**src/rtl/thermostat_pkg.sv**
```systemverilog
// Shared types and helpers for the multi-zone thermostat controller.
//   zone_state_t : per-zone FSM state encoding
//   MODE_HEAT / MODE_COOL : meaning of each mode input bit
//   sat_sub / sat_add : unsigned saturating arithmetic used to derive the
//                       hysteresis band edges (operands must fit in 32 bits)
package thermostat_pkg;

  typedef enum logic [1:0] {
    ST_IDLE    = 2'd0,
    ST_HEAT    = 2'd1,
    ST_COOL    = 2'd2,
    ST_LOCKOUT = 2'd3
  } zone_state_t;

  localparam logic MODE_HEAT = 1'b1;
  localparam logic MODE_COOL = 1'b0;

  // a - b, clamped at 0
  function automatic logic [31:0] sat_sub(input logic [31:0] a, input logic [31:0] b);
    return (a >= b) ? (a - b) : 32'd0;
  endfunction

  // a + b, clamped at cap; one extra bit keeps the sum from wrapping
  function automatic logic [31:0] sat_add(input logic [31:0] a, input logic [31:0] b,
                                          input logic [31:0] cap);
    logic [32:0] s;
    s = {1'b0, a} + {1'b0, b};
    return (s > {1'b0, cap}) ? cap : s[31:0];
  endfunction

endpackage

```
**src/rtl/thermostat_zone.sv**
```systemverilog
// One thermostat zone: IDLE/HEAT/COOL/LOCKOUT FSM with min-on, min-off and
// fan run-on timers. All outputs are registered (1-cycle latency).
// Optional feature macro: THERMOSTAT_FAULT_EN (open/shorted sensor detect).
// Ports:
//   clk, reset        : clock, synchronous active-high reset
//   mode              : 1 = heat, 0 = cool
//   temp, setpoint    : unsigned TEMP_W-bit measured temp and setpoint
//   fan_on            : user fan request
//   heater/aircon/fan : relay drives
//   fault             : sticky sensor fault (0 when feature disabled)
module thermostat_zone
  import thermostat_pkg::*;
#(
  parameter int unsigned TEMP_W        = 8,
  parameter int unsigned HYST          = 2,
  parameter int unsigned MIN_ON_CYC    = 8,
  parameter int unsigned MIN_OFF_CYC   = 8,
  parameter int unsigned FAN_RUNON_CYC = 4
) (
  input  logic              clk,
  input  logic              reset,
  input  logic              mode,
  input  logic [TEMP_W-1:0] temp,
  input  logic [TEMP_W-1:0] setpoint,
  input  logic              fan_on,
  output logic              heater,
  output logic              aircon,
  output logic              fan,
  output logic              fault
);

  localparam int unsigned MAX_AB = (MIN_ON_CYC > MIN_OFF_CYC) ? MIN_ON_CYC : MIN_OFF_CYC;
  localparam int unsigned MAX_C  = (MAX_AB > FAN_RUNON_CYC) ? MAX_AB : FAN_RUNON_CYC;
  localparam int unsigned TW     = $clog2(MAX_C + 1);

  localparam logic [TW-1:0] ON_LOAD    = TW'(MIN_ON_CYC - 1);
  localparam logic [TW-1:0] OFF_LOAD   = TW'(MIN_OFF_CYC - 1);
  localparam logic [TW-1:0] RUNON_LOAD = TW'(FAN_RUNON_CYC);
  localparam logic [31:0]   TEMP_MAX   = 32'((64'd1 << TEMP_W) - 64'd1);

  zone_state_t   st, st_nxt;
  logic [TW-1:0] on_tmr, on_nxt;
  logic [TW-1:0] off_tmr, off_nxt;
  logic [TW-1:0] runon_tmr, runon_nxt;
  logic [TEMP_W-1:0] sp_lo, sp_hi;
  logic          fault_now;

  assign sp_lo = TEMP_W'(sat_sub(32'(setpoint), 32'(HYST)));
  assign sp_hi = TEMP_W'(sat_add(32'(setpoint), 32'(HYST), TEMP_MAX));

`ifdef THERMOSTAT_FAULT_EN
  logic ext, ext_prev, fault_q;

  // Rail-to-rail readings mean an open (all-ones) or shorted (all-zeros) sensor.
  assign ext       = (temp == '1) || (temp == '0);
  // Fault takes effect on the same edge that sees the second extreme sample.
  assign fault_now = fault_q | (ext & ext_prev);

  always_ff @(posedge clk) begin
    if (reset) begin
      ext_prev <= 1'b0;
      fault_q  <= 1'b0;
    end else begin
      ext_prev <= ext;
      fault_q  <= fault_now;
    end
  end

  assign fault = fault_q;
`else
  assign fault_now = 1'b0;
  assign fault     = 1'b0;
`endif

  always_comb begin
    st_nxt    = st;
    on_nxt    = (on_tmr    != '0) ? on_tmr    - TW'(1) : '0;
    off_nxt   = (off_tmr   != '0) ? off_tmr   - TW'(1) : '0;
    runon_nxt = (runon_tmr != '0) ? runon_tmr - TW'(1) : '0;
    case (st)
      ST_IDLE: begin
        if (!fault_now) begin
          if (mode == MODE_HEAT && temp < sp_lo) begin
            st_nxt = ST_HEAT;
            on_nxt = ON_LOAD;
          end else if (mode == MODE_COOL && temp > sp_hi) begin
            st_nxt = ST_COOL;
            on_nxt = ON_LOAD;
          end
        end
      end
      ST_HEAT: begin
        // A fault overrides min-on; otherwise a mode flip waits for on_tmr.
        if (fault_now || (on_tmr == '0 && (temp >= setpoint || mode == MODE_COOL))) begin
          st_nxt    = ST_LOCKOUT;
          off_nxt   = OFF_LOAD;
          runon_nxt = RUNON_LOAD;
        end
      end
      ST_COOL: begin
        if (fault_now || (on_tmr == '0 && (temp <= setpoint || mode == MODE_HEAT))) begin
          st_nxt    = ST_LOCKOUT;
          off_nxt   = OFF_LOAD;
          runon_nxt = RUNON_LOAD;
        end
      end
      default: begin
        if (off_tmr == '0) st_nxt = ST_IDLE;
      end
    endcase
  end

  // Outputs are decoded from next-state so they register alongside the FSM.
  always_ff @(posedge clk) begin
    if (reset) begin
      st        <= ST_IDLE;
      on_tmr    <= '0;
      off_tmr   <= '0;
      runon_tmr <= '0;
      heater    <= 1'b0;
      aircon    <= 1'b0;
      fan       <= 1'b0;
    end else begin
      st        <= st_nxt;
      on_tmr    <= on_nxt;
      off_tmr   <= off_nxt;
      runon_tmr <= runon_nxt;
      heater    <= (st_nxt == ST_HEAT);
      aircon    <= (st_nxt == ST_COOL);
      fan       <= (st_nxt == ST_HEAT) || (st_nxt == ST_COOL) || fan_on || (runon_nxt != '0);
    end
  end

endmodule

```
**src/rtl/thermostat_zone_ctrl.sv**
```systemverilog
// Multi-zone thermostat controller: NUM_ZONES independent thermostat_zone
// instances between sensor/setpoint registers and HVAC relay drivers.
// Optional feature macro: THERMOSTAT_FAULT_EN (per-zone sensor fault detect).
// Ports:
//   clk, reset        : clock, synchronous active-high reset
//   mode[z]           : 1 = heat, 0 = cool
//   temp, setpoint    : packed, zone z at [z*TEMP_W +: TEMP_W]
//   fan_on[z]         : user fan request
//   heater/aircon/fan : per-zone relay drives (registered)
//   fault[z]          : sticky sensor fault (0 when feature disabled)
module thermostat_zone_ctrl
  import thermostat_pkg::*;
#(
  parameter int unsigned NUM_ZONES     = 4,
  parameter int unsigned TEMP_W        = 8,
  parameter int unsigned HYST          = 2,
  parameter int unsigned MIN_ON_CYC    = 8,
  parameter int unsigned MIN_OFF_CYC   = 8,
  parameter int unsigned FAN_RUNON_CYC = 4
) (
  input  logic                        clk,
  input  logic                        reset,
  input  logic [NUM_ZONES-1:0]        mode,
  input  logic [NUM_ZONES*TEMP_W-1:0] temp,
  input  logic [NUM_ZONES*TEMP_W-1:0] setpoint,
  input  logic [NUM_ZONES-1:0]        fan_on,
  output logic [NUM_ZONES-1:0]        heater,
  output logic [NUM_ZONES-1:0]        aircon,
  output logic [NUM_ZONES-1:0]        fan,
  output logic [NUM_ZONES-1:0]        fault
);

  for (genvar z = 0; z < NUM_ZONES; z++) begin : g_zone
    thermostat_zone #(
      .TEMP_W        (TEMP_W),
      .HYST          (HYST),
      .MIN_ON_CYC    (MIN_ON_CYC),
      .MIN_OFF_CYC   (MIN_OFF_CYC),
      .FAN_RUNON_CYC (FAN_RUNON_CYC)
    ) u_zone (
      .clk      (clk),
      .reset    (reset),
      .mode     (mode[z]),
      .temp     (temp[z*TEMP_W +: TEMP_W]),
      .setpoint (setpoint[z*TEMP_W +: TEMP_W]),
      .fan_on   (fan_on[z]),
      .heater   (heater[z]),
      .aircon   (aircon[z]),
      .fan      (fan[z]),
      .fault    (fault[z])
    );
  end

endmodule

```
**config.mk**
```make
export PLATFORM = sky130hd
export DESIGN_NAME = thermostat_zone_ctrl
export DESIGN_NICKNAME = d
export VERILOG_FILES = /design/src/rtl/thermostat_pkg.sv /design/src/rtl/thermostat_zone.sv /design/src/rtl/thermostat_zone_ctrl.sv
export SDC_FILE = /design/constraint.sdc
export NUM_CORES = 1
export LEC_CHECK = 0
export CAP_MARGIN = 10
export CORE_ASPECT_RATIO = 1.2
export CORE_UTILIZATION = 50
export CTS_CLUSTER_DIAMETER = 200
export DETAILED_ROUTE_END_ITERATION = 12
export DONT_BUFFER_PORTS = 1
export GPL_TIMING_DRIVEN = 0
export PLACE_DENSITY = 0.61
export SLEW_MARGIN = 30
export SYNTH_ARGS = -nofsm -noshare
export SYNTH_HDL_FRONTEND = slang
export SYNTH_HIERARCHICAL = 1
export SYNTH_SLANG_ARGS = --single-unit
export TNS_END_PERCENT = 30
```
**constraint.sdc**
```tcl
create_clock -name clk -period 6.54 [get_ports clk]
set_input_delay 1.308 -clock clk [delete_from_list [all_inputs] [get_ports clk]]
set_output_delay 1.308 -clock clk [all_outputs]
set_load 0.03 [all_outputs]
```
; Yosys cells after proc, flatten, opt, wreduce, memory -nomap -nowiden
; Cells that the tools add are included.
[classes]
addsub = 20
magnitude_cmp = 24
n_eq_ne = 16
n_mux = 80
n_bitwise = 4
n_reduce_logical = 64
[op_table]
columns = cell, n
row1 = $mux W4, 40
row2 = $mux W8, 8
row3 = $pmux W4 S2, 8
row4 = $reduce_bool A4 Y1, 16
row5 = $sub A4 B1 Y4 const B, 12
row6 = $mux W2, 20
row7 = $add A8 B2 Y9 const B, 4
row8 = $gt A9 B8 Y1 const B, 4
row9 = $ge A8 B2 Y1 const B, 4
row10 = $ge A8 B8 Y1, 4
row11 = $gt A8 B8 Y1, 4
row12 = $le A8 B8 Y1, 4
row13 = $logic_not A4 Y1, 8
row14 = $lt A8 B8 Y1, 4
row15 = $sub A8 B2 Y8 const B, 4
row16 = $pmux W2 S3, 4
row17 = $logic_or A1 B1 Y1, 20
row18 = $eq A2 B1 Y1 const B, 8
row19 = $eq A2 B2 Y1 const B, 8
row20 = $logic_and A1 B1 Y1, 16
row21 = $logic_not A2 Y1, 4
row22 = $not A1 Y1, 4
[totals]
ff_bits = 68
inputBits = 74
output_inout_bits = 16
wordCells = 236

; Longest topological paths before layout
; Gate-level depths: netlist of the first run.
[depth]
word_depth = 12
depth_mapped = 19
mapped_depth_nobuf = 19

; Modules after synthesis
; Netlist of the first run, hierarchy kept.
[modules_own_cells]
columns = module, instances, cells_each, area_per_inst_um2, seq_area_each_um2
row1 = thermostat_zone at g_zone[0].u_zone ..., 2, 232, 1845.5, 340.3
row2 = thermostat_zone at g_zone[3].u_zone, 1, 243, 1883.1, 340.3
row3 = thermostat_zone at g_zone[1].u_zone, 1, 223, 1789.2, 340.3

; Worst setup path after synthesis of the first run
; OpenSTA, ideal clock, no wires.
[synth_timing]
path_type = input -> register
from = input setpoint[1]
to = register g_zone[0].u_zone.fan
setup_ps = 126
arrival_time_ps = 4425
required_ps = 6414
path_slack_ps = 1989
stages = 19
n_path_buf = 0
cell_sequence = inv_1 ha_1 nor2b_1 nor3_1 o21ai_0 a21o_1 a211oi_2 nor2_1 ha_1 nand4_1 nor3_1 nor3_1 a221oi_1 o21ai_1 a21o_1 ha_1 nand3b_1 a41oi_1 o2bb2ai_1
[synth_via]
elab_chain_cells = 12
word_cells_on_any_way = 30
classes_between = add/sub: 2 / order compare: 6 / eq/ne: 2 / mux: 10 / reduce/logical: 10
[synth_rtl]
columns = item, line_no
row1 = start: declaration, thermostat_zone_ctrl.sv:25  ; input logic [NUM_ZONES*TEMP_W-1:0] setpoint,
row2 = $add A8 B2 Y9, thermostat_pkg.sv:27  ; s = {1'b0, a} + {1'b0, b};
row3 = $gt A9 B8 Y1, thermostat_pkg.sv:28  ; return (s > {1'b0, cap}) ? cap : s[31:0];
row4 = $mux W8, thermostat_pkg.sv:28
row5 = $gt A8 B8 Y1, thermostat_zone.sv:86  ; end else if (mode == MODE_COOL && temp > sp_hi) begin
row6 = $logic_and A1 B1 Y1, thermostat_zone.sv:86
row7 = $mux W2, thermostat_zone.sv:86
row8 = $mux W2, thermostat_zone.sv:83  ; if (mode == MODE_HEAT && temp < sp_lo) begin
row9 = $pmux W2 S3, thermostat_zone.sv:80  ; case (st)
row10 = $eq A2 B1 Y1 or $eq A2 B2 Y1 (tied branches), thermostat_zone.sv:130  ; fan <= (st_nxt == ST_HEAT) || (st_nxt == ST_COOL) || fan_on || (runon_nxt != '0);
row11 = $logic_or A1 B1 Y1 (2 in series), thermostat_zone.sv:130
row12 = $logic_or A1 B1 Y1 (*), thermostat_zone.sv:130
row13 = end signal: assignment, thermostat_zone.sv:130
row14 = end: declaration, thermostat_zone.sv:28  ; output logic fan,
; Mark *: on every way between the ends. The rest lies on a longest branch, timed or not.
; A chain may end at the register's enable or synchronous reset.

; Worst setup path in the final report of the first run
[layout_timing]
from = input setpoint[17]
to = register g_zone[2].u_zone.fan
[layout_via]
elab_chain_cells = 12
word_cells_on_any_way = 30
classes_between = add/sub: 2 / order compare: 6 / eq/ne: 2 / mux: 10 / reduce/logical: 10
[layout_rtl]
columns = item, line_no
row1 = $add A8 B2 Y9, thermostat_pkg.sv:27
row2 = $gt A9 B8 Y1, thermostat_pkg.sv:28
row3 = $mux W8, thermostat_pkg.sv:28
row4 = $gt A8 B8 Y1, thermostat_zone.sv:86
row5 = $logic_and A1 B1 Y1, thermostat_zone.sv:86
row6 = $mux W2, thermostat_zone.sv:86
row7 = $mux W2, thermostat_zone.sv:83
row8 = $pmux W2 S3, thermostat_zone.sv:80
row9 = $eq A2 B1 Y1 or $eq A2 B2 Y1 (tied branches), thermostat_zone.sv:130
row10 = $logic_or A1 B1 Y1 (2 in series), thermostat_zone.sv:130
row11 = $logic_or A1 B1 Y1 (*), thermostat_zone.sv:130
row12 = end signal: assignment, thermostat_zone.sv:130
row13 = end: declaration, thermostat_zone.sv:28
; Marks and branches as above.

==> summary.md, run 1 <==
### STA
- 56.9% — max-slew headroom at the worst pin
- 0 — number of pins exceeding their max-slew limit in the final report
- 0 ns — setup TNS
- 0 — final setup fails
- 205 MHz — max frequency
- 74.6% — post-route fraction of the period consumed by the critical path
- 0 — final-report hold violation count
- 0.642 ns — Slew @ Worst Pin
- false — unrepaired setup endpoints after global routing
- 4.88 ns — fin crit period
- 0.00642 ns — Clock Skews

### Floorplanning
- 14400 um^2 — Core Region
- 113 um — DIE WIDTH
- 48 — # rows
- 90 — IO Pins
- 51.1% — starting density of the core
- 15200 um^2 — overall die area
- 135 um — die height

### Placed design
- 0 — quantity of I/O buffers inserted on ports
- 14.0 mm — HPWL after detailed placement
- 0.839 — final weighted congestion of routability-driven global placement

### Pwr
- 3.37 nW — Static Leakage
- 1.28 mW — Cell Int Power
- 2.26 mW — overall power of the completed layout
- 980 uW — Net Switching
- 43.4% — net switching share of the total power
- 287 nW/um^2 — pwr/cell area
- 50.2% — combinational share of power
- 30.1% — proportion of power drawn by flip-flops and latches
- 0.117 mV — worst vdd ir
- 19.7% — Clock Power Share

### Run status
- completed — run status

### GRT
- 22.7% — total global-route track usage
- 0 — remaining global-route overflow
- 0 — antenna violations before repair
- 28.6 mm — wire length of the first global-routing pass
- 6515 — vias in the first global route
- 19 — pin count of the biggest net entering global routing

### Routing
- 0 — Detail Route Antenna Nets
- 6791 — routed vias
- 0 — Post-route DRC
- 17.4 mm — routed wire length
- 390 — detailed router's first-iteration violation count
- 5 — number of iterations in the first detailed-routing pass
- 15.5 um — wire length per cell
- 6.06 — Vias per Instance

### Clock tree
- 0 — post-CTS repair timing setup buffer count
- 3 — number of H-tree levels
- 0 — number of gates resized after cts
- 0.05 ns — CTS clock-pin slew for the worst setup and hold paths
- sky130_fd_sc_hd__clkbuf_16 — buffer type at the clock tree root
- 0.34 ns — insertion delay of the later-clocked pin in the worst-skew pair
- 0 — Hold-fix buffers, CTS
- 68 — Num Clock Sinks
- built — TritonCTS clock tree
- 9 — clock buffers created by TritonCTS
- 2 — clock tree buffer depth

### Finish
- 1143 — net count reported at finish
- 0 — antenna diode count
- 9.20% — share of cells above drive strength 1
- 6.64% — relative area change from synthesis to final layout

### Synthesis
- 930 — Gate Count Post-Synth
- 6 — number of warnings issued by yosys
- sky130_fd_sc_hd__ha_1 — most area-hungry cell type in the Yosys netlist
- 0 — EDFF count, synth
- sky130_fd_sc_hd__ha_1 (22%), sky130_fd_sc_hd__dfxtp_1 (18%), sky130_fd_sc_hd__a21oi_1 (5.8%) — leading post-synthesis cells by cell area
- 1132 — Synth Net Count
- sky130_fd_sc_hd__ha_1 (128), sky130_fd_sc_hd__nand2_1 (88), sky130_fd_sc_hd__a21oi_1 (86), sky130_fd_sc_hd__nor2_1 (70), sky130_fd_sc_hd__dfxtp_1 (68) — Synth top cells by count
- sky130_fd_sc_hd__ha_1 — most numerous cell in the Yosys netlist
- 7.92 um^2 — Avg Cell Area, Syn
- 18.5% — part of the Yosys area used for sequential elements
- 7360 um^2 — combined area of all synthesized cells
- 92 — Cell variety after synth
- 0% — Async S/R FF share, synth
- 68 — flip-flop and latch count after synthesis
- sky130_fd_sc_hd__dfxtp_1 — flip-flop cell with the highest count after synthesis
- 21.8% — area share of the largest cell type after synthesis

### Critical path
- in2reg — startpoint-to-endpoint class of the critical path
- compound AO/OA/AOI/OAI gates — kind of cell adding the most delay to the critical path
- inv_1, ha_1, nor2b_1, nor3_1, o21ai_0, a21o_1, a211oi_2, nor2_1, ha_1, nand4_1, nor3_1, nor3_1, a221oi_1, o21ai_1, a21o_1, ha_1, nand3b_1, a41oi_1, o2bb2ai_1 — chain of cells forming the critical path
- 0.38 ns — maximum single-stage delay on the critical path
- 6.74 ns — CP required
- flip-flop — endpoint kind of the worst setup timing path
- sky130_fd_sc_hd__a211oi_2 — CP max-delay cell
- 1 — crit path buf inv count
- primary input — Worst Setup Start Kind
- 7 — largest fanout of any net on the critical path
- 5.08 ns — arrival time of data at the critical path endpoint

### Run
- 0 — max-cap viol count

### Min path
- reg2reg — class of the worst hold path

==> path summary, 6_finish.rpt <==
check / startpoint / endpoint / slack [ns] / cells after the start
min: g_zone[0].u_zone/runon_tmr[3] / g_zone[0].u_zone/runon_tmr[3] / 0.50 / 1
max reg2reg: g_zone[3].u_zone/st[0] / g_zone[3].u_zone/fan / 3.95 / 10
max: setpoint[17] / g_zone[2].u_zone/fan / 1.66 / 19
min reg2reg: g_zone[0].u_zone/runon_tmr[3] / g_zone[0].u_zone/runon_tmr[3] / 0.50 / 1
==> metrics by stage <==
stage | area, um^2 | hold slack [ns] | instances | setup WS [ns] | utilization [%]
CTS | 7850 | 0.502 | 1121 | 1.66 | 54.5
finish | 7850 | 0.501 | 1121 | 1.66 | 54.5
floorplan | 7360 | 0.461 | 930 | 1.99 | -
detailed placement | 7580 | 0.493 | 1105 | 1.30 | 52.6
global placement | 7580 | 0.476 | 1105 | 1.39 | 52.6
global route | 7850 | 0.519 | 1121 | 1.43 | 54.5
==> worst register-to-register path: stages, from the launching register on <==
cell	delay (ns)
sky130_fd_sc_hd__dfxtp_1	0.44
sky130_fd_sc_hd__inv_1	0.11
sky130_fd_sc_hd__ha_1	0.25
sky130_fd_sc_hd__nor4b_1	0.42
sky130_fd_sc_hd__a21oi_1	0.14
sky130_fd_sc_hd__o221ai_1	0.32
sky130_fd_sc_hd__a21oi_1	0.14
sky130_fd_sc_hd__ha_1	0.30
sky130_fd_sc_hd__nand3b_1	0.07
sky130_fd_sc_hd__a31oi_1	0.15
sky130_fd_sc_hd__o22ai_1	0.10
==> cells in the final DEF, fill, tap and decap left out, types with 7 or more instances in the layout <==
| master | count |
|---|---|
| sky130_fd_sc_hd__dfxtp_1 | 68 |
| sky130_fd_sc_hd__nor2_1 | 70 |
| sky130_fd_sc_hd__xnor2_1 | 13 |
| sky130_fd_sc_hd__nand3_1 | 28 |
| sky130_fd_sc_hd__a211oi_1 | 11 |
| sky130_fd_sc_hd__o211ai_1 | 9 |
| sky130_fd_sc_hd__nor2b_1 | 16 |
| sky130_fd_sc_hd__inv_1 | 53 |
| sky130_fd_sc_hd__nand4_1 | 24 |
| sky130_fd_sc_hd__clkbuf_16 | 9 |
| sky130_fd_sc_hd__xor2_1 | 7 |
| sky130_fd_sc_hd__a21oi_1 | 86 |
| sky130_fd_sc_hd__o21ai_0 | 44 |
| sky130_fd_sc_hd__o21a_1 | 8 |
| sky130_fd_sc_hd__nand2b_1 | 11 |
| sky130_fd_sc_hd__ha_1 | 128 |
| sky130_fd_sc_hd__a21o_1 | 19 |
| sky130_fd_sc_hd__nand2_1 | 88 |
| sky130_fd_sc_hd__a31oi_1 | 19 |
| sky130_fd_sc_hd__nor3_1 | 41 |
| sky130_fd_sc_hd__o21ai_1 | 7 |
==> kinds of logic after synthesis <==
kind of cell / Yosys count / share of synthesized area (%)
AND/OR/NAND/NOR: 355 / 26.7
AO/OA/AOI/OAI: 281 / 26.0
adder cells (fa/ha/maj): 128 / 21.8
buffers and inverters: 70 / 3.86
flip-flops: 68 / 18.5
XOR/XNOR: 20 / 2.38
other: 4 / 0.204
multiplexers: 4 / 0.544
==> state kept, by name (all words and copies together), names as in the netlist <==
name and flops:
g_zone.u_zone/off_tmr 16, g_zone.u_zone/on_tmr 16, g_zone.u_zone/runon_tmr 16, g_zone.u_zone/st 8
g_zone.u_zone/aircon 4, g_zone.u_zone/fan 4, g_zone.u_zone/heater 4
==> power groups by stage <==
stage               registers (mW)  clock network (mW)  logic, mW
global placement             0.679                   0       1.09
global route                 0.696               0.471       1.28
CTS                          0.679               0.455       1.14
floorplan                    0.661                   0      0.907
detailed placement           0.688                   0       1.13
finish                       0.679               0.444       1.13
==> layer usage <==
layer	GRT usage, %	part of all wire (%)	vias up
met5	0	0	-
met4	8.52	1.8	0
met3	3.55	4.3	20
met2	43.2	52	156
met1	25.2	42	3140
li1	-	-	3475
==> area by class of cell <==
| class | instances | area, um^2 |
|---|---|---|
| multi-input cells | 792 | 5720 |
| plain buffers | 14 | 73.8 |
| fillers | 1380 | 6560 |
| clock buffers | 11 | 243 |
| well taps | 175 | 219 |
| inverters | 56 | 210 |
| clock inverters | 5 | 27.5 |
| flip-flops and latches | 68 | 1360 |
Note: power is estimated with default switching activity, not from simulation.
==> run 2: changes to the inputs <==
clock period = 4.6 ns   (was 6.54 ns; I/O delays follow)
==> run 2 against run 1 <==
  * Clock-buffer cell count did not move
  * Worst hold slack unchanged
  * Sequential cell count unchanged
  * Non-clock buffer count stayed put
  * Die area did not move
  * Combinational power increased by 42%
  * Clock skew hardly changed
  * Register-to-register slack got worse by 2.0 ns
  * Final cell count is the same
==> summary.md, run 2 (synthesis gave the netlist of run 1 again) <==
### Clock tree
- 9 — clock buffers created by TritonCTS
- 0 — post-CTS repair timing setup buffer count
- 0 — number of gates resized after cts
- 2 — clock tree buffer depth
- 0.34 ns — insertion delay of the later-clocked pin in the worst-skew pair
- 68 — Num Clock Sinks
- sky130_fd_sc_hd__clkbuf_16 — buffer type at the clock tree root
- 0 — Hold-fix buffers, CTS
- 3 — number of H-tree levels
- 0.05 ns — CTS clock-pin slew for the worst setup and hold paths
- built — TritonCTS clock tree

### STA
- 0.680 ns — Slew @ Worst Pin
- 4.35 ns — fin crit period
- true — unrepaired setup endpoints after global routing
- 0 — final-report hold violation count
- 94.5% — post-route fraction of the period consumed by the critical path
- 0 — number of pins exceeding their max-slew limit in the final report
- 230 MHz — max frequency
- 0.00617 ns — Clock Skews
- 0 — final setup fails
- 54.4% — max-slew headroom at the worst pin

### Floorplanning
- 51.1% — starting density of the core
- 135 um — die height
- 15200 um^2 — overall die area
- 14400 um^2 — Core Region
- 90 — IO Pins
- 48 — # rows
- 113 um — DIE WIDTH

### Routing
- 0 — Detail Route Antenna Nets
- 15.5 um — wire length per cell
- 6776 — routed vias
- 17.3 mm — routed wire length
- 373 — detailed router's first-iteration violation count
- 5 — number of iterations in the first detailed-routing pass
- 0 — Post-route DRC
- 6.04 — Vias per Instance

### Min path
- g_zone[0].u_zone/runon_tmr[3] — hold path start
- reg2reg — class of the worst hold path

### GRT
- 22.7% — total global-route track usage
- 19 — pin count of the biggest net entering global routing
- 6515 — vias in the first global route
- 0 — remaining global-route overflow
- 0 — antenna violations before repair
- 28.6 mm — wire length of the first global-routing pass

### Finish
- 9.41% — share of cells above drive strength 1
- 54.6% — final design utilization
- sky130_fd_sc_hd__ha_1 (128), sky130_fd_sc_hd__nand2_1 (88), sky130_fd_sc_hd__a21oi_1 (85), sky130_fd_sc_hd__nor2_1 (70), sky130_fd_sc_hd__dfxtp_1 (68) — most used cells in the layout excluding fill and tap cells
- 6.97% — relative area change from synthesis to final layout
- g_zone.u_zone/off_tmr x16, g_zone.u_zone/on_tmr x16, g_zone.u_zone/runon_tmr x16 — largest registers
- 1143 — net count reported at finish
- 0 — antenna diode count
- sky130_fd_sc_hd__ha_1 — leading cell type in the layout, fill and taps excluded

### Run status
- completed — run status

### Pwr
- 407 nW/um^2 — pwr/cell area
- 3.37 nW — Static Leakage
- 3.21 mW — overall power of the completed layout
- 0.166 mV — worst vdd ir

### Critical path
- 4.55 ns — arrival time of data at the critical path endpoint
- 4.81 ns — CP required
- g_zone[3].u_zone/st[0] — Worst R2R Start
- 7 — largest fanout of any net on the critical path
- primary input — Worst Setup Start Kind
- flip-flop — endpoint kind of the worst setup timing path
- setpoint[17] — launching element of the worst setup path
- in2reg — startpoint-to-endpoint class of the critical path

### Run
- 0 — max-cap viol count

### Placed design
- 14.0 mm — HPWL after detailed placement
- 0 — quantity of I/O buffers inserted on ports
- 0.839 — final weighted congestion of routability-driven global placement

## run 2: cell counts in the layout (fill, tap and decap cells not counted)
No cell type changed its count.
## run 2: cell type report
cell class,count,area [um^2]
buffer,14,73.8
clock buffer,11,243
clock inverter,5,27.5
fill,1380,6540
inverter,56,210
multi-input combinational,792,5740
sequential,68,1360
tap,175,219
## run 2: worst paths after layout
check                             endpoint  slack, ns  depth (start not counted)
max                   g_zone[2].u_zone/fan       0.25                         19
min          g_zone[0].u_zone/runon_tmr[3]       0.50                          1
max reg2reg           g_zone[3].u_zone/fan       2.00                         10
min reg2reg  g_zone[0].u_zone/runon_tmr[3]       0.50                          1
## run 2: power by group
| part | total [mW] | internal, mW | switching (mW) | leakage [nW] |
|---|---|---|---|---|
| Clock | 0.630 | 0.375 | 0.255 | 0.135 |
| Sequential | 0.965 | 0.733 | 0.232 | 0.556 |
| Combinational | 1.61 | 0.706 | 0.905 | 2.68 |
## run 2: layer usage
layer | wire length [um] | vias up | share of wire (%) | track usage (%)
li1 | - | 3476 | - | -
met1 | 7340 | 3137 | 42 | 25.2
met2 | 9020 | 147 | 52 | 43.2
met3 | 713 | 16 | 4.1 | 3.55
met4 | 267 | 0 | 1.5 | 8.52
met5 | 0 | - | 0 | 0
## run 2: per-stage QoR
stage | worst slack [ns] | instance area [um^2] | hold WS, ns | std cells | setup TNS (ns)
after floorplan | 0.437 | 7360 | 0.461 | 930 | 0
after global placement | -0.163 | 7580 | 0.476 | 1105 | -0.344
after detailed placement | -0.250 | 7580 | 0.493 | 1105 | -0.571
after CTS | 0.104 | 7850 | 0.502 | 1121 | 0
after global routing | -0.0101 | 7880 | 0.519 | 1121 | -0.0101
final | 0.254 | 7880 | 0.501 | 1121 | 0
## run 2: critical path, cell delays in order
cell	delay, ns
sky130_fd_sc_hd__inv_1	0.14
sky130_fd_sc_hd__ha_1	0.28
sky130_fd_sc_hd__nor2b_1	0.16
sky130_fd_sc_hd__nor3_1	0.21
sky130_fd_sc_hd__o21ai_0	0.13
sky130_fd_sc_hd__a21o_1	0.20
sky130_fd_sc_hd__a211oi_4	0.31
sky130_fd_sc_hd__nor2_1	0.11
sky130_fd_sc_hd__ha_1	0.31
sky130_fd_sc_hd__nand4_1	0.14
sky130_fd_sc_hd__nor3_2	0.22
sky130_fd_sc_hd__nor3_1	0.08
sky130_fd_sc_hd__a221oi_1	0.31
sky130_fd_sc_hd__o21ai_1	0.15
sky130_fd_sc_hd__a21o_1	0.20
sky130_fd_sc_hd__ha_1	0.30
sky130_fd_sc_hd__nand3b_1	0.08
sky130_fd_sc_hd__a41oi_1	0.17
sky130_fd_sc_hd__o2bb2ai_1	0.10
==> run 3: changes to the inputs <==
CORE_MARGIN = 10   (was unset)
CTS_BUF_LIST = sky130_fd_sc_hd__clkbuf_4   (was unset)
==> run 3 against run 2 <==
  * Global-route usage shrank 5.2 points
  * Utilization is 1.1 points lower
  * Die area increased by 31%
  * Worst hold slack improved by 0.012 ns
  * Sequential cell count did not move
  * Combinational power about the same
  * Fmax is 0.90% higher
  * Worst setup slack gained 0.039 ns
  * Final cell count up 0.27%
  * Sequential power hardly changed
  * Critical path type unchanged
  * Critical endpoint is now g_zone[0].u_zone/fan
  * Highest routed layer unchanged
==> summary.md, run 3 (synthesis gave the netlist of run 1 again) <==
### Clock tree
- 68 — Num Clock Sinks
- 3 — number of H-tree levels
- built — TritonCTS clock tree
- 0.11 ns — CTS clock-pin slew for the worst setup and hold paths
- 0 — Hold-fix buffers, CTS
- 2 — clock tree buffer depth
- 0.42 ns — insertion delay of the later-clocked pin in the worst-skew pair
- sky130_fd_sc_hd__clkbuf_4 — buffer type at the clock tree root
- 9 — clock buffers created by TritonCTS

### Floorplanning
- 90 — IO Pins
- 14400 um^2 — Core Region
- 48 — # rows
- 20000 um^2 — overall die area
- 51.1% — starting density of the core
- 153 um — die height
- 131 um — DIE WIDTH

### Routing
- 0 — Detail Route Antenna Nets
- 6.06 — Vias per Instance
- 18.1 mm — routed wire length
- 16.1 um — wire length per cell
- 6806 — routed vias
- 357 — detailed router's first-iteration violation count
- 5 — number of iterations in the first detailed-routing pass
- 0 — Post-route DRC

### STA
- 53.9% — max-slew headroom at the worst pin
- 0.0157 ns — Clock Skews
- 0 ns — setup TNS
- false — unrepaired setup endpoints after global routing
- 0 — final setup fails
- 93.6% — post-route fraction of the period consumed by the critical path
- 4.31 ns — fin crit period
- 0.293 ns — post-route worst setup slack
- 0 — final-report hold violation count
- 232 MHz — max frequency
- 0.688 ns — Slew @ Worst Pin
- 0 — number of pins exceeding their max-slew limit in the final report

### GRT
- 2 — antenna violations before repair
- 17.5% — total global-route track usage
- 29.8 mm — wire length of the first global-routing pass
- 19 — pin count of the biggest net entering global routing
- 6629 — vias in the first global route
- 0 — remaining global-route overflow

### Finish
- 1144 — net count reported at finish
- g_zone.u_zone/off_tmr x16, g_zone.u_zone/on_tmr x16, g_zone.u_zone/runon_tmr x16 — largest registers
- 4.81% — relative area change from synthesis to final layout
- sky130_fd_sc_hd__ha_1 — leading cell type in the layout, fill and taps excluded
- sky130_fd_sc_hd__ha_1 (128), sky130_fd_sc_hd__nand2_1 (88), sky130_fd_sc_hd__a21oi_1 (85), sky130_fd_sc_hd__nor2_1 (70), sky130_fd_sc_hd__dfxtp_1 (68) — most used cells in the layout excluding fill and tap cells
- 1124 — number of standard cells in the layout, taps in and fillers out
- 9.40% — share of cells above drive strength 1
- 7720 um^2 — cell area after layout

### Critical path
- primary input — Worst Setup Start Kind
- g_zone[3].u_zone/st[0] — Worst R2R Start
- 1.94 ns — r2r setup slk
- 10 — path depth of the worst reg2reg path
- 7 — largest fanout of any net on the critical path
- flip-flop — endpoint kind of the worst setup timing path
- g_zone[3].u_zone/fan — endpoint of the worst register-to-register path
- 4.91 ns — CP required
- 4.61 ns — arrival time of data at the critical path endpoint
- in2reg — startpoint-to-endpoint class of the critical path

### Placed design
- -0.270 ns — worst slack at placement
- 0 — quantity of I/O buffers inserted on ports
- 7580 um^2 — post-place instance area
- 14.8 mm — HPWL after detailed placement
- 1105 — post-placement cell count
- 0.868 — final weighted congestion of routability-driven global placement

### Pwr
- 0.145 mV — worst vdd ir
- 2.91 mW — overall power of the completed layout
- 33.2% — proportion of power drawn by flip-flops and latches
- 11.4% — Clock Power Share
- 55.5% — combinational share of power
- 46.7% — net switching share of the total power
- 377 nW/um^2 — pwr/cell area
- 1.36 mW — Net Switching
- 3.30 nW — Static Leakage
- 1.55 mW — Cell Int Power

### Run
- 0 — max-cap viol count

### Run status
- completed — run status

### Min path
- g_zone[1].u_zone/on_tmr[2] — worst hold path endpoint
- 2 — cell depth of the worst min-delay path
- g_zone[1].u_zone/on_tmr[3] — hold path start
- reg2reg — class of the worst hold path

## run 3: cell types whose count changed in the layout (fill, tap and decap cells not counted)
| cell | change |
|---|---|
| sky130_fd_sc_hd__clkbuf_16 | -9 |
| sky130_fd_sc_hd__diode_2 | +2 |
| sky130_fd_sc_hd__a211oi_2 | +1 |
| sky130_fd_sc_hd__clkbuf_8 | -1 |
| sky130_fd_sc_hd__clkbuf_1 | -1 |
| sky130_fd_sc_hd__clkinv_2 | -1 |
| sky130_fd_sc_hd__a211oi_4 | -1 |
| sky130_fd_sc_hd__clkbuf_4 | +10 |
| sky130_fd_sc_hd__clkinv_4 | +1 |
| sky130_fd_sc_hd__clkinv_1 | +2 |
| sky130_fd_sc_hd__buf_4 | +1 |
| sky130_fd_sc_hd__clkinvlp_4 | -1 |
## run 3: worst max-delay path by stage
stage	from	to	slack, ns	cells past startpoint
2_1_floorplan	setpoint[1]	g_zone[0].u_zone/fan	0.44	19
3_3_place_gp	setpoint[25]	g_zone[3].u_zone/fan	-0.16	18
3_5_place_dp	setpoint[25]	g_zone[3].u_zone/fan	-0.27	18
4_1_cts	setpoint[17]	g_zone[2].u_zone/fan	0.21	19
5_1_grt	setpoint[1]	g_zone[0].u_zone/fan	0.02	19
6_report	setpoint[1]	g_zone[0].u_zone/fan	0.29	19
## run 3: per-layer routing
metal,global-route usage [%],part of all wire (%)
met1,19.7,42
met2,31.2,50
met3,4.26,6.5
met4,5.57,1.6
met5,0,0
## run 3: repair_timing
action	CTS	global route
buffers inserted	0	1
setup endpoints to repair	0	2
resized for setup	0	3
## run 3: layout make-up
class / count / area [um^2]
Clock inverter: 6 / 31.3
Fill cell: 1446 / 6700
Inverter: 56 / 210
Timing Repair Buffer: 1 / 7.51
Tap cell: 175 / 219
Clock buffer: 10 / 75.1
Sequential cell: 68 / 1360
Antenna cell: 2 / 5.00
Buffer: 14 / 73.8
Multi-Input combinational cell: 792 / 5730
## run 3: critical path, cell delays in order
cell	delay, ns
sky130_fd_sc_hd__inv_1	0.15
sky130_fd_sc_hd__ha_1	0.31
sky130_fd_sc_hd__nor2b_1	0.16
sky130_fd_sc_hd__nor3_1	0.17
sky130_fd_sc_hd__o21ai_0	0.11
sky130_fd_sc_hd__a21o_1	0.17
sky130_fd_sc_hd__a211oi_2	0.41
sky130_fd_sc_hd__nor2_1	0.11
sky130_fd_sc_hd__ha_1	0.31
sky130_fd_sc_hd__nand4_1	0.16
sky130_fd_sc_hd__nor3_1	0.28
sky130_fd_sc_hd__nor3_1	0.09
sky130_fd_sc_hd__a221oi_1	0.28
sky130_fd_sc_hd__o21ai_1	0.15
sky130_fd_sc_hd__a21o_1	0.20
sky130_fd_sc_hd__ha_1	0.26
sky130_fd_sc_hd__nand3b_1	0.08
sky130_fd_sc_hd__a41oi_1	0.18
sky130_fd_sc_hd__o2bb2ai_1	0.10
## run 3: per-stage QoR
stage / hold WS [ns] / util [%]
finish: 0.513 / 53.5
global placement: 0.476 / 52.6
detailed placement: 0.498 / 52.6
floorplan: 0.461 / -
global route: 0.503 / 53.5
CTS: 0.512 / 53.3
## run 3: power groups by stage
| stage | Combinational, mW | Clock, mW | Sequential, mW |
|---|---|---|---|
| global placement | 1.55 | 0 | 0.972 |
| global route | 1.84 | 0.371 | 0.989 |
| floorplan | 1.29 | 0 | 0.940 |
| CTS | 1.62 | 0.348 | 0.968 |
| finish | 1.62 | 0.331 | 0.966 |
| detailed placement | 1.61 | 0 | 0.980 |
